### src/rtl/tern_mac_acc13.sv
// Ternary-by-mod-q streaming multiply-accumulate.
// Each beat adds +c, -c or 0 to a 13-bit accumulator that wraps mod 2^13.
// The result and the beat count are held until downstream accepts them.

// 13-bit two-input adder; the carry out is dropped, so the sum wraps mod 2^13.
module add_2i13_o13 (
  input  logic [12:0] a,
  input  logic [12:0] b,
  output logic [12:0] s
);

  assign s = a + b;

endmodule

module tern_mac_acc13 #(
  parameter int NUM_BIT = 13,
  parameter int MAX_LEN = 701,
  parameter int CNT_W   = 10
) (
  input  logic               clk,
  input  logic               rst_n,
  input  logic               in_valid,
  output logic               in_ready,
  input  logic [NUM_BIT-1:0] in_coef,
  input  logic [1:0]         in_trit,
  input  logic               in_last,
  output logic               out_valid,
  input  logic               out_ready,
  output logic [NUM_BIT-1:0] out_sum,
  output logic [CNT_W-1:0]   out_len,
  output logic               out_err
);

  typedef enum logic [1:0] {IDLE, ACC, DRAIN, HOLD} state_t;

  localparam logic [CNT_W-1:0] LEN_MAX = CNT_W'(MAX_LEN);
  localparam logic [CNT_W-1:0] LEN_SAT = CNT_W'(MAX_LEN + 1);

  state_t             state;
  state_t             state_nxt;
  logic [NUM_BIT-1:0] acc;
  logic [NUM_BIT-1:0] acc_sum;
  logic [NUM_BIT-1:0] neg_coef;
  logic [NUM_BIT-1:0] op_sel;
  logic [NUM_BIT-1:0] op_reg;
  logic [CNT_W-1:0]   cnt;
  logic               err;
  logic               last_reg;
  logic               accept;

  assign in_ready = rst_n & ((state == IDLE) | (state == ACC));
  assign accept   = in_valid & in_ready;

  add_2i13_o13 u_neg (
    .a (~in_coef),
    .b (13'd1),
    .s (neg_coef)
  );

  add_2i13_o13 u_acc (
    .a (acc),
    .b (op_reg),
    .s (acc_sum)
  );

  // Decode the trit into the operand: +c, two's-complement -c, or zero.
  always_comb begin
    op_sel = '0;
    case (in_trit)
      2'b01:   op_sel = in_coef;
      2'b11:   op_sel = neg_coef;
      default: op_sel = '0;
    endcase
  end

  // Stage 1 registers the selected operand; it is zero on every cycle without an accepted beat.
  always_ff @(posedge clk or negedge rst_n) begin
    if (!rst_n) begin
      op_reg   <= '0;
      last_reg <= 1'b0;
    end else begin
      op_reg   <= accept ? op_sel : '0;
      last_reg <= accept & in_last;
    end
  end

  // Stage 2 accumulates, counts beats and collects the error flag; it is frozen in HOLD and cleared on handoff.
  always_ff @(posedge clk or negedge rst_n) begin
    if (!rst_n) begin
      acc <= '0;
      cnt <= '0;
      err <= 1'b0;
    end else if (state == HOLD) begin
      if (out_ready) begin
        acc <= '0;
        cnt <= '0;
        err <= 1'b0;
      end
    end else begin
      acc <= acc_sum;
      if (accept) begin
        if (cnt != LEN_SAT) begin
          cnt <= cnt + 1'b1;
        end
        if ((in_trit == 2'b10) || (cnt >= LEN_MAX)) begin
          err <= 1'b1;
        end
      end
    end
  end

  // State register.
  always_ff @(posedge clk or negedge rst_n) begin
    if (!rst_n) begin
      state <= IDLE;
    end else begin
      state <= state_nxt;
    end
  end

  // DRAIN stays while last_reg marks the final operand still waiting in stage 1, then moves to HOLD.
  always_comb begin
    state_nxt = state;
    case (state)
      IDLE:    if (accept) state_nxt = in_last ? DRAIN : ACC;
      ACC:     if (accept && in_last) state_nxt = DRAIN;
      DRAIN:   if (!last_reg) state_nxt = HOLD;
      HOLD:    if (out_ready) state_nxt = IDLE;
      default: state_nxt = IDLE;
    endcase
  end

  assign out_valid = (state == HOLD);
  assign out_sum   = out_valid ? acc : '0;
  assign out_len   = out_valid ? cnt : '0;
  assign out_err   = out_valid & err;

endmodule

### config.mk
export PLATFORM = sky130hd
export DESIGN_NAME = tern_mac_acc13
export DESIGN_NICKNAME = d
export VERILOG_FILES = /design/src/rtl/tern_mac_acc13.sv
export SDC_FILE = /design/constraint.sdc
export NUM_CORES = 1
export LEC_CHECK = 0
export CORE_MARGIN = 2
export CORE_UTILIZATION = 40
export DETAILED_ROUTE_END_ITERATION = 16
export GPL_TIMING_DRIVEN = 0
export PLACE_DENSITY = 0.66
export RECOVER_POWER = 100
export SYNTH_ARGS = -nofsm -noshare
export SYNTH_HDL_FRONTEND = slang
export SYNTH_SLANG_ARGS = --single-unit
### constraint.sdc
create_clock -name clk -period 2.04 [get_ports clk]
set_clock_uncertainty 0.15 [all_clocks]
set_input_delay 0.408 -clock clk [delete_from_list [all_inputs] [get_ports clk]]
set_output_delay 0.408 -clock clk [all_outputs]
set_load 0.05 [all_outputs]
Word-level counts from Yosys, hierarchy flattened
Index checks and enable logic that the tools add are counted.
{ "word_totals": {"regBits": 40, "input_bits": 20, "elab_cells": 56, "out_inout_bits": 26} }
{ "classes": {"addsub": 3, "muxes": 20, "n_bitwise": 6, "order_cmp": 1, "n_eq_ne": 11, "n_reduce_logical": 9} }
{ "op_table": {"columns": ["cell", "count"], "rows": [
  ["$mux 13", 4],
  ["$mux 10", 5],
  ["$pmux 13 s2", 1],
  ["$add 13x1->13 const B", 1],
  ["$add 13x13->13", 1],
  ["$not 13->13", 1],
  ["$add 10x1->10 const B", 1],
  ["$ge 10x10->1 const B", 1],
  ["$mux 2", 5],
  ["$ne 10x10->1 const B", 1],
  ["$eq 2x2->1 const B", 4],
  ["$pmux 2 s4", 1],
  ["$reduce_and 3->1", 2],
  ["$reduce_bool 2->1", 3],
  ["$and 1x1->1", 4],
  ["$eq 2x1->1 const B", 2],
  ["$mux 1", 4],
  ["$ne 2x1->1 const B", 2],
  ["$ne 2x2->1 const B", 2],
  ["$reduce_and 4->1", 1],
  ["$logic_not 2->1", 1],
  ["$logic_and 1x1->1", 1],
  ["$logic_or 1x1->1", 1],
  ["$or 1x1->1", 1]
]} }

Longest topological paths before layout
Gate-level depths: netlist of the first run.
{ "logic_depth": {"word_depth": 7, "mapped_depth": 8, "depth_no_buf": 8} }

Modules after synthesis
Synthesis of the first run repeated with hierarchy kept, for this count alone.
{ "hier_totals": {"hier_cells": 370, "area_unflattened_um2": 3274.4} }
{ "modules_own_cells": {"columns": ["mod", "cells_per_inst", "instances", "area_each_um2", "seq_area_each_um2"], "rows": [
  ["tern_mac_acc13", 237, 1, 2168.3, 1001.0],
  ["add_2i13_o13 at u_neg", 71, 1, 558.0, 0.0],
  ["add_2i13_o13 at u_acc", 62, 1, 548.0, 0.0]
]} }

Least setup slack after synthesis of the first run
Ideal clock, no wire load.
{ "synth_timing": {"path_kind": "register to output", "startpoint": "reg state[1]", "endpoint": "out out_len[8]", "slack_ps": -593, "path_buffers": 3, "arrival_ps": 2075, "stages_incl_launch_ff": 6, "cell_sequence": "dfrtp_1 > ha_1 > buf_6 > clkbuf_1 > buf_1 > and2_1"} }
{ "synth_between": {"elab_chain_cells": 2} }
{ "synth_rtl": {"columns": ["element", "line", "rtl"], "rows": [
  ["start: declaration", "40", "state_t state;"],
  ["start signal: assignment", "118", "state <= state_nxt;"],
  ["$eq 2x2->1", "134", "assign out_valid = (state == HOLD);"],
  ["named net out_valid", "28", "output logic out_valid,"],
  ["$mux 10", "136", "assign out_len = out_valid ? cnt : '0;"],
  ["end: declaration", "31", "output logic [CNT_W-1:0] out_len,"]
]} }
The timed path passes the listed nets, and every way through them passes these cells.

Worst setup path after layout of the first run
{ "layout_timing": {"startpoint": "reg acc[0]", "endpoint": "reg acc[12]"} }
{ "layout_between": {"elab_chain_cells": 2} }
{ "layout_rtl": {"columns": ["element", "line", "rtl"], "rows": [
  ["start: declaration", "42", "logic [NUM_BIT-1:0] acc;"],
  ["start signal: assignment", "101", "acc <= acc_sum;"],
  ["$add 13x13->13", "12", "assign s = a + b;"],
  ["$mux 13", "94", "end else if (state == HOLD) begin"]
]} }
Every way passes these cells.
A chain may end at the register's enable or synchronous reset.

==> metrics.cfg, run 1 <==
[layout]
fin_util_pct = 64.0
layout-drive-gt1-share_pct = 37.0
area_growth_pct = 53.3
layout.nets = 427
final_area_um2 = 4110
n_antenna_cell = 0

[synth]
ys_seq_area_share_pct = 37.3
synth.top_cell.area_share_pct = 37.3
synth_edf_count = 0
syn-num-nets = 345
syn_area_um2 = 2680
yosys_warnings = 0
yosys.cell_types.count = 50
avgSynthCellArea_um2 = 8.85
postSynthCellCount = 303
async_reset_ff_share_pct = 100
ys_dominant_reg_cell = dfrtp_1
yosys.area.top_type = dfrtp_1
synthTopCellsByArea = dfrtp_1 37%, ha_1 9.8%, xor2_1 6.9%
synth_seq_cells = 40
synth.most_common_cell = dfrtp_1
synth_commonest_cells = 40 x dfrtp_1, 31 x nand2_1, 27 x nor2_1, 26 x inv_1

[timing]
period_needed_ps = 2240
fin_ws_ps = -202
drv_slew = 0
tightestPinTransition_ps = 969
post-route-period-util_pct = 110
max_slew_margin_pct = 35.2
setup_violations = 29
final_hold_viol_count = 0
fmax_ghz = 0.446
rsz0062_at_grt = yes

[drt]
wl_per_cell_um = 16.1
vias = 2493
routed_wl_mm = 7.43
avgViaCountPerCell = 5.38
drt_drc_violations_left = 0
postRouteAntennaNets = 0
drtPass1Iterations = 6
drtIter0Drc = 120

[power_and_ir_drop]
irDropWorstVdd_mv = 0.447
power.leakage_nw = 1.98
power_frac_comb_pct = 57.9
pwr-share-clk_pct = 15.9
p_int_mw = 2.64
power_density_nw_per_um2 = 1090
switching_share_pct = 40.7
seqPwrFrac_pct = 26.2
power.net_switching_mw = 1.81

[clock_network]
h-tree-depth = 2
insertion_delay_ps = 290
cts_tree = built
clock_path_buffers = 2
cts_root_buffer = clkbuf_8
clk_pin_slew_ps = 80
cts.sinks = 40
cts_buffers = 5

[grt]
grt_pass1_wl_mm = 11.5
grt_max_degree = 21
grt_pass1_vias = 2370
antenna_found_initial = 0
track_usage_pct = 19.8
grt.overflow.total = 0

[floorplan]
rows = 29
dieArea_um2 = 7370
die_x_um = 85.9
core_um2 = 6420
start_util_pct = 41.7
ios = 46
die_h_um = 85.9

[status]
violations = setup timing
outcome = complete, but fails checks

[job]
max-cap-violations = 0

[worst_setup_path]
required_ps = 2130
arrival_ps = 2330
slowest_stage = dfrtp_1
critical_path.max_stage_delay_ps = 370
cp-end-kind = flop
crit_type = flop to flop
crit_chain = ha_2, inv_2, fa_2, nand2b_4, a21o_1, a211oi_2, buf_4, nor3b_2, or3_1
start_kind = flop
worstPathMaxFanout = 3

[placement]
dpl_cell_area_um2 = 3310
place.gp.congestion = 0.888
dp_hpwl_mm = 4.76
io_buffer_count = 45

[hold_path]
hold_path.class = flop to flop

==> per-layer routing <==
layer | global-route usage [%] | vias to the layer above | share of wire (%)
li1 | - | 1207 | -
met3 | 3.66 | 12 | 3.6
met4 | 7.07 | 0 | 1.5
met1 | 26.3 | 1202 | 44
met2 | 32.3 | 72 | 51
met5 | 0 | - | 0
==> stage by stage <==
stage                     setup TNS, ps  setup WS [ps]  cells  hold WS, ps  power, mW
after global placement           -82540          -2000    425          397       2.83
after floorplan                    -162          -78.8    303        -37.6       2.39
after CTS                         -3020           -138    452          428       4.15
after global routing              -4500           -231    463          458       4.71
final                             -2700           -202    463          425       4.46
after detailed placement         -17120           -899    426          250       2.88
==> area by class of cell <==
class / instances / area, µm²
repair buffers: 76 / 813
clock inverters: 1 / 30.0
well taps: 77 / 96.3
inverters: 26 / 100
fillers: 514 / 2310
flip-flops and latches: 40 / 1000
plain buffers: 12 / 140
multi-input cells: 224 / 1830
clock buffers: 7 / 96.3
==> placed cells by master (no fill, tap or decap), drive strengths merged, types with 14 or more instances in the layout <==
cell type,instances
buf,58
inv,26
nor2,28
clkdlybuf4s50,16
xor2,21
ha,21
dfrtp,40
clkbuf,16
and2,14
nand2,31
==> worst max-delay path, delay by kind of cell, from the launching register on <==
kind,cells,cell delay [ps]
flip-flops,1,370
adder cells (fa/ha/maj),2,540
buffers and inverters,2,210
AO/OA/AOI/OAI,2,450
AND/OR/NAND/NOR,3,460
==> logic make-up (layout without fill, tap and decap cells) <==
group / after synthesis / count (layout) / synth area share [%]
XOR/XNOR: 27 / 27 / 8.82
adder cells (fa/ha/maj): 22 / 22 / 10.6
AND/OR/NAND/NOR: 112 / 112 / 20.8
flip-flops: 40 / 40 / 37.3
multiplexers: 4 / 4 / 1.49
buffers and inverters: 39 / 122 / 6.26
AO/OA/AOI/OAI: 59 / 59 / 14.8
==> timing repair <==
item                                    in CTS  in global routing
hold endpoints to repair                    20                  0
cloned                                       2                  2
hold buffers                                 2                  0
endpoints found under the setup margin      47                 45
setup buffers                               15                 10
gates resized for setup                    240                 31
pin swaps                                   18                 20
==> power groups by stage <==
stage	registers (mW)	logic, mW	clock network [mW]
after global placement	1.15	1.68	0
after floorplan	1.10	1.29	0
after detailed placement	1.15	1.73	0
after CTS	1.16	2.27	0.726
after global routing	1.19	2.76	0.751
final	1.17	2.58	0.709
==> worst paths after layout <==
path,slack (ps),to,startpoint,cells past startpoint
min reg2reg,420,acc[10]$_DFFE_PN0N_,acc[10]$_DFFE_PN0N_,2
max reg2reg,-200,acc[12]$_DFFE_PN0N_,acc[0]$_DFFE_PN0N_,9
min,420,acc[10]$_DFFE_PN0N_,acc[10]$_DFFE_PN0N_,2
max in group asynchronous,200,acc[2]$_DFFE_PN0N_,rst_n,3
min in group asynchronous,740,cnt[5]$_DFFE_PN0P_,rst_n,2
max,-200,acc[12]$_DFFE_PN0N_,acc[0]$_DFFE_PN0N_,9
Note: power is estimated with default switching activity, not from simulation.
==> run 2, diff against run 1 <==
--- a/config.mk
+++ b/config.mk
@@ -11,6 +11,7 @@
 export GPL_TIMING_DRIVEN = 0
 export PLACE_DENSITY = 0.66
 export RECOVER_POWER = 100
+export SKIP_LAST_GASP = 1
 export SYNTH_ARGS = -nofsm -noshare
 export SYNTH_HDL_FRONTEND = slang
 export SYNTH_SLANG_ARGS = --single-unit
==> run 2 against run 1 <==
Compared with the run above:
- the flow still finishes with violations (setup timing)
- sequential share of layout area about the same
- combinational power shrank 2%
- register-to-register slack improved by 20 ps
- final cell count rose by 0.22%
- critical path depth unchanged
- utilization is 0.18 points lower
- highest routed layer unchanged
==> metrics.cfg, run 2 (synthesized netlist as in run 1, its figures left out) <==
[grt]
grt_util_met2_pct = 31.7  ; -0.57 points
grt-busiest-layer = met2
grt_pass1_vias = 2371  ; +0.042%
grt_use_met3_pct = 3.66  ; unchanged
grt.overflow.total = 0  ; unchanged
grt_max_degree = 21  ; unchanged
track_usage_pct = 19.6  ; -0.15 points
grt_use_met1_pct = 26.4  ; +0.089 points
antenna_found_initial = 0  ; unchanged
grt_pass1_wl_mm = 11.4  ; -0.78%

[clock_network]
insertion_delay_ps = 290  ; about the same
h-tree-depth = 2  ; unchanged
cts_tree = built
clk_pin_slew_ps = 80  ; about the same
clock_path_buffers = 2  ; unchanged
cts_buffers = 5  ; unchanged
cts_root_buffer = clkbuf_8
cts.sinks = 40  ; unchanged

[floorplan]
core_um2 = 6420  ; unchanged
start_util_pct = 41.7  ; unchanged
rows = 29  ; unchanged
die_h_um = 85.9  ; unchanged
ios = 46  ; unchanged
dieArea_um2 = 7370  ; unchanged
die_x_um = 85.9  ; unchanged

[placement]
place.gp.congestion = 0.888  ; unchanged
dp_hpwl_mm = 4.76  ; unchanged
dp.cells = 426  ; unchanged
dpl_cell_area_um2 = 3310  ; unchanged
io_buffer_count = 45  ; unchanged

[power_and_ir_drop]
irDropWorstVdd_mv = 0.441  ; -1.2%
power_density_nw_per_um2 = 1080  ; -0.41%
power.leakage_nw = 2.02  ; +1.9%

[timing]
post-route-period-util_pct = 109  ; -0.80 points
final_hold_viol_count = 0  ; unchanged
max_slew_margin_pct = 35.8  ; +0.62 points
setup_violations = 39  ; +34%
fmax_ghz = 0.449  ; +0.73%
rsz0062_at_grt = yes
period_needed_ps = 2230  ; -16.3 ps
tightestPinTransition_ps = 959  ; -9.25 ps
drv_slew = 0  ; unchanged
fin_ws_ps = -186  ; +16.3 ps

[worst_setup_path]
reg2regPathDepth = 9  ; unchanged
crit_start = acc[0]$_DFFE_PN0N_
cp-end-kind = flop
endpoint = acc[8]$_DFFE_PN0N_
rr_startpoint = acc[0]$_DFFE_PN0N_
worstPathMaxFanout = 3  ; unchanged
worstReg2RegEnd = acc[8]$_DFFE_PN0N_
arrival_ps = 2280  ; -50 ps
required_ps = 2090  ; -40 ps
start_kind = flop
crit_type = flop to flop
r2r_slack_ps = -190  ; +20 ps

[drt]
postRouteAntennaNets = 0  ; unchanged
drtIter0Drc = 107  ; -11%
avgViaCountPerCell = 5.35  ; -0.66%
drt_drc_violations_left = 0  ; unchanged
drtPass1Iterations = 7  ; +1
routed_wl_mm = 7.40  ; -0.44%
wl_per_cell_um = 15.9  ; -0.66%
vias = 2482  ; -0.44%

[layout]
final_cell_mix = 39 x dfrtp_1, 27 x nor2_1, 25 x buf_6, 21 x xor2_1, 21 x buf_4
layout.nets = 428  ; +0.23%
finalNonFillerCells = 464  ; +0.22%
n_antenna_cell = 0  ; unchanged
final_area_um2 = 4100  ; -0.27%
final_common_cell = dfrtp_1
area_growth_pct = 52.8
layout-drive-gt1-share_pct = 35.7  ; -1.4 points

[status]
violations = setup timing
outcome = complete, but fails checks

[job]
max-cap-violations = 0  ; unchanged

[hold_path]
holdPathStages = 2  ; unchanged
hold_path.class = flop to flop

## run 2: cell types whose count changed in the layout (fill, tap and decap cells not counted), sizes merged
cell           previous run  this run
clkbuf                   16        18
clkdlybuf4s50            16        18
dlygate4sd3               4         2
clkdlybuf4s15             1         0
## run 2: power breakdown
| part | switching [mW] | internal (mW) | total (mW) |
|---|---|---|---|
| logic | 1.33 | 1.21 | 2.54 |
| registers | 0.204 | 0.975 | 1.18 |
| clock network | 0.279 | 0.432 | 0.711 |
| total | 1.81 | 2.62 | 4.43 |
## run 2: metal layers
metal / up-vias / routed length (µm)
met5: - / 0
met4: 0 / 104
met3: 11 / 370
met2: 77 / 3780
met1: 1184 / 3140
li1: 1210 / -
## run 2: repair_timing
action	in CTS	in global routing
pin swaps	18	20
gates cloned	2	2
resized for setup	214	58
setup buffers	15	11
hold endpoints to repair	20	0
setup endpoints to repair	47	49
hold buffers	2	0
## run 2: metrics by stage
| stage | utilization, % | power [mW] | hold slack [ps] | setup WS [ps] | TNS (ps) |
|---|---|---|---|---|---|
| global route | 63.8 | 4.68 | 452 | -270 | -5730 |
| CTS | 59.3 | 4.04 | 434 | -155 | -3470 |
| floorplan | - | 2.39 | -37.6 | -78.8 | -162 |
| detailed placement | 51.5 | 2.88 | 250 | -899 | -17120 |
| finish | 63.8 | 4.43 | 429 | -186 | -3000 |
| global placement | 51.2 | 2.83 | 397 | -2000 | -82540 |
## run 2: worst min-delay path by stage
stage	startpoint	to	slack, ps
after floorplan	rst_n	acc[0]$_DFFE_PN0N_	-40
after global placement	acc[0]$_DFFE_PN0N_	acc[0]$_DFFE_PN0N_	400
after detailed placement	rst_n	cnt[5]$_DFFE_PN0P_	250
after CTS	acc[10]$_DFFE_PN0N_	acc[10]$_DFFE_PN0N_	430
after global routing	acc[6]$_DFFE_PN0N_	acc[6]$_DFFE_PN0N_	450
final	acc[6]$_DFFE_PN0N_	acc[6]$_DFFE_PN0N_	430
## run 2: cell type report
class | count | area, µm²
well taps | 77 | 96.3
clock buffers | 7 | 96.3
multi-input cells | 224 | 1820
repair buffers | 77 | 820
fillers | 525 | 2330
clock inverters | 1 | 30.0
flip-flops and latches | 40 | 1000
inverters | 26 | 100
plain buffers | 12 | 135
## run 2: worst max-delay path, stage by stage (launching register included)
cell and delay, ps:
dfrtp_1 360, ha_2 200, inv_2 40, fa_2 340, nand2b_4 150, a21o_1 200
buf_4 160, a21oi_1 190, nor2_1 80, o32ai_2 250
==> run 3, diff against run 2 <==
--- a/config.mk
+++ b/config.mk
@@ -11,6 +11,7 @@
 export GPL_TIMING_DRIVEN = 0
 export PLACE_DENSITY = 0.66
 export RECOVER_POWER = 100
+export SKIP_CTS_REPAIR_TIMING = 1
 export SKIP_LAST_GASP = 1
 export SYNTH_ARGS = -nofsm -noshare
 export SYNTH_HDL_FRONTEND = slang
==> run 3 against run 2 <==
Compared with the run above:
- clock power grew 1%
- critical path type unchanged
- sequential share of layout area grew 0.54 points
- non-clock buffer count shrank 3
- highest routed layer unchanged
- utilization shrank 1.3 points
- the run still ends with setup timing left
- routed wire length shrank 2.1%
- critical path depth shrank 1
==> metrics.cfg, run 3 (synthesized netlist as in run 1, its figures left out) <==
[worst_setup_path]
rr_startpoint = op_reg[0]$_DFF_PN0_
worstReg2RegEnd = acc[12]$_DFFE_PN0N_
critical_path.max_stage_delay_ps = 370  ; about the same
crit_chain = ha_2, inv_2, fa_2, nand2b_4, a21o_4, a211oi_4, nor4_1, or3_1
reg2regPathDepth = 8  ; -1
slowest_stage = dfrtp_1
crit_type = flop to flop
path_buf_inv = 1  ; -1
crit_family = adder cells
crit_start = op_reg[0]$_DFF_PN0_
r2r_slack_ps = -200  ; -20 ps
start_kind = flop
required_ps = 2070  ; -20 ps
arrival_ps = 2280  ; about the same
cp-end-kind = flop
worstPathMaxFanout = 3  ; unchanged

[power_and_ir_drop]
irDropWorstVdd_mv = 0.404  ; -8.4%
power_density_nw_per_um2 = 1080  ; +0.22%
power.leakage_nw = 1.94  ; -3.8%
power_mw = 4.35  ; -1.8%

[drt]
postRouteAntennaNets = 0  ; unchanged
avgViaCountPerCell = 5.36  ; +0.20%
drtIter0Drc = 94  ; -12%
wl_per_cell_um = 15.7  ; -1.5%
routed_wl_mm = 7.24  ; -2.1%
drtPass1Iterations = 6  ; -1
vias = 2471  ; -0.44%
drt_drc_violations_left = 0  ; unchanged

[grt]
grt-busiest-layer = met2
grt_pass1_vias = 2192  ; -7.5%
grt_use_met1_pct = 23.6  ; -2.8 points
track_usage_pct = 17.4  ; -2.2 points
grt_pass1_wl_mm = 10.2  ; -11%
grt.overflow.total = 0  ; unchanged
grt_use_met3_pct = 3.27  ; -0.38 points
grt_max_degree = 24  ; +14%
antenna_found_initial = 0  ; unchanged
grt_util_met2_pct = 28.0  ; -3.8 points

[floorplan]
ios = 46  ; unchanged
start_util_pct = 41.7  ; unchanged
core_um2 = 6420  ; unchanged
die_x_um = 85.9  ; unchanged
die_h_um = 85.9  ; unchanged
rows = 29  ; unchanged
dieArea_um2 = 7370  ; unchanged

[placement]
io_buffer_count = 45  ; unchanged
place.gp.congestion = 0.888  ; unchanged
pre_cts_ws_ps = -899  ; unchanged
dpl_cell_area_um2 = 3310  ; unchanged
dp_hpwl_mm = 4.76  ; unchanged
dp.cells = 426  ; unchanged

[hold_path]
holdPathStages = 2  ; unchanged
hold_path.class = flop to flop
hold_end = acc[10]$_DFFE_PN0N_
hp-start = acc[10]$_DFFE_PN0N_

[clock_network]
insertion_delay_ps = 300  ; about the same
h-tree-depth = 2  ; unchanged
cts_buffers = 5  ; unchanged
clock_path_buffers = 2  ; unchanged
clk_pin_slew_ps = 80  ; about the same
cts_root_buffer = clkbuf_8
cts_tree = built
cts.sinks = 40  ; unchanged

[timing]
tightestPinTransition_ps = 949  ; -10.2 ps
max_slew_margin_pct = 36.5  ; +0.68 points
fin_ws_ps = -204  ; -17.6 ps
rsz0062_at_grt = yes
post-route-period-util_pct = 110  ; +0.86 points
final_hold_viol_count = 0  ; unchanged
fmax_ghz = 0.446  ; -0.78%
setup-tns-final_ps = -2920  ; +75.8 ps
setup_violations = 31  ; -21%
period_needed_ps = 2240  ; +17.6 ps
drv_slew = 0  ; unchanged
fin_hold_ws_ps = 422  ; -6.93 ps

[layout]
layout.nets = 425  ; -0.70%
finalNonFillerCells = 461  ; -0.65%
final_common_cell = dfrtp_1
multiInputGateArea_um2 = 1790  ; -1.7%
layout-drive-gt1-share_pct = 32.6  ; -3.1 points
fin_util_pct = 62.5  ; -1.3 points
area_growth_pct = 49.7
ff_latch_area_um2 = 1000  ; +0.12%
final_cell_mix = 38 x dfrtp_1, 27 x nor2_1, 24 x inv_1, 22 x buf_6, 22 x buf_4
nFillCells = 534  ; +1.7%
final_area_um2 = 4010  ; -2.0%
n_antenna_cell = 0  ; unchanged

[status]
violations = setup timing
outcome = complete, but fails checks

[job]
max-cap-violations = 0  ; unchanged

==> run 3: changes by cell type in the layout (fill, tap and decap cells not counted), sizes merged <==
| cell | change |
|---|---|
| dlygate4sd3 | +2 |
| dlymetal6s2s | +1 |
| clkdlybuf4s50 | -2 |
| buf | -3 |
| clkbuf | -1 |
==> run 3: cell type report <==
cell class / count / share of cell area [%]
multi-input combinational: 224 / 44.5
sequential: 40 / 25.0
timing repair buffer: 74 / 19.6
buffer: 12 / 2.87
inverter: 26 / 2.49
clock buffer: 7 / 2.40
tap: 77 / 2.40
clock inverter: 1 / 0.748
==> run 3: how the worst max path moves through the flow <==
stage                               end  slack [ps]  depth (start not counted)
global placement               in_ready       -2000                          3
finish              acc[12]$_DFFE_PN0N_        -200                          8
detailed placement           out_len[8]        -900                          6
global route        acc[12]$_DFFE_PN0N_        -270                          8
floorplan           acc[12]$_DFFE_PN0N_         -80                          8
CTS                          out_len[8]       -1240                          6
==> run 3: report_power, final <==
part	leakage [nW]	internal, mW	switching [mW]	total (mW)
logic	1.34	1.16	1.30	2.45
clock network	0.0645	0.432	0.289	0.721
registers	0.534	0.977	0.197	1.17
==> run 3: worst register-to-register path: stages, from the launching register on <==
cell and delay, ps:
dfrtp_1 370, ha_2 220, inv_2 50, fa_2 340
nand2b_4 160, a21o_4 230, a211oi_4 250, nor4_1 70
or3_1 300
==> run 3: metal layers <==
layer,vias up,part of all wire (%)
met4,0,1.8
met2,67,49
li1,1199,-
met3,13,3.6
met5,-,0
met1,1192,45
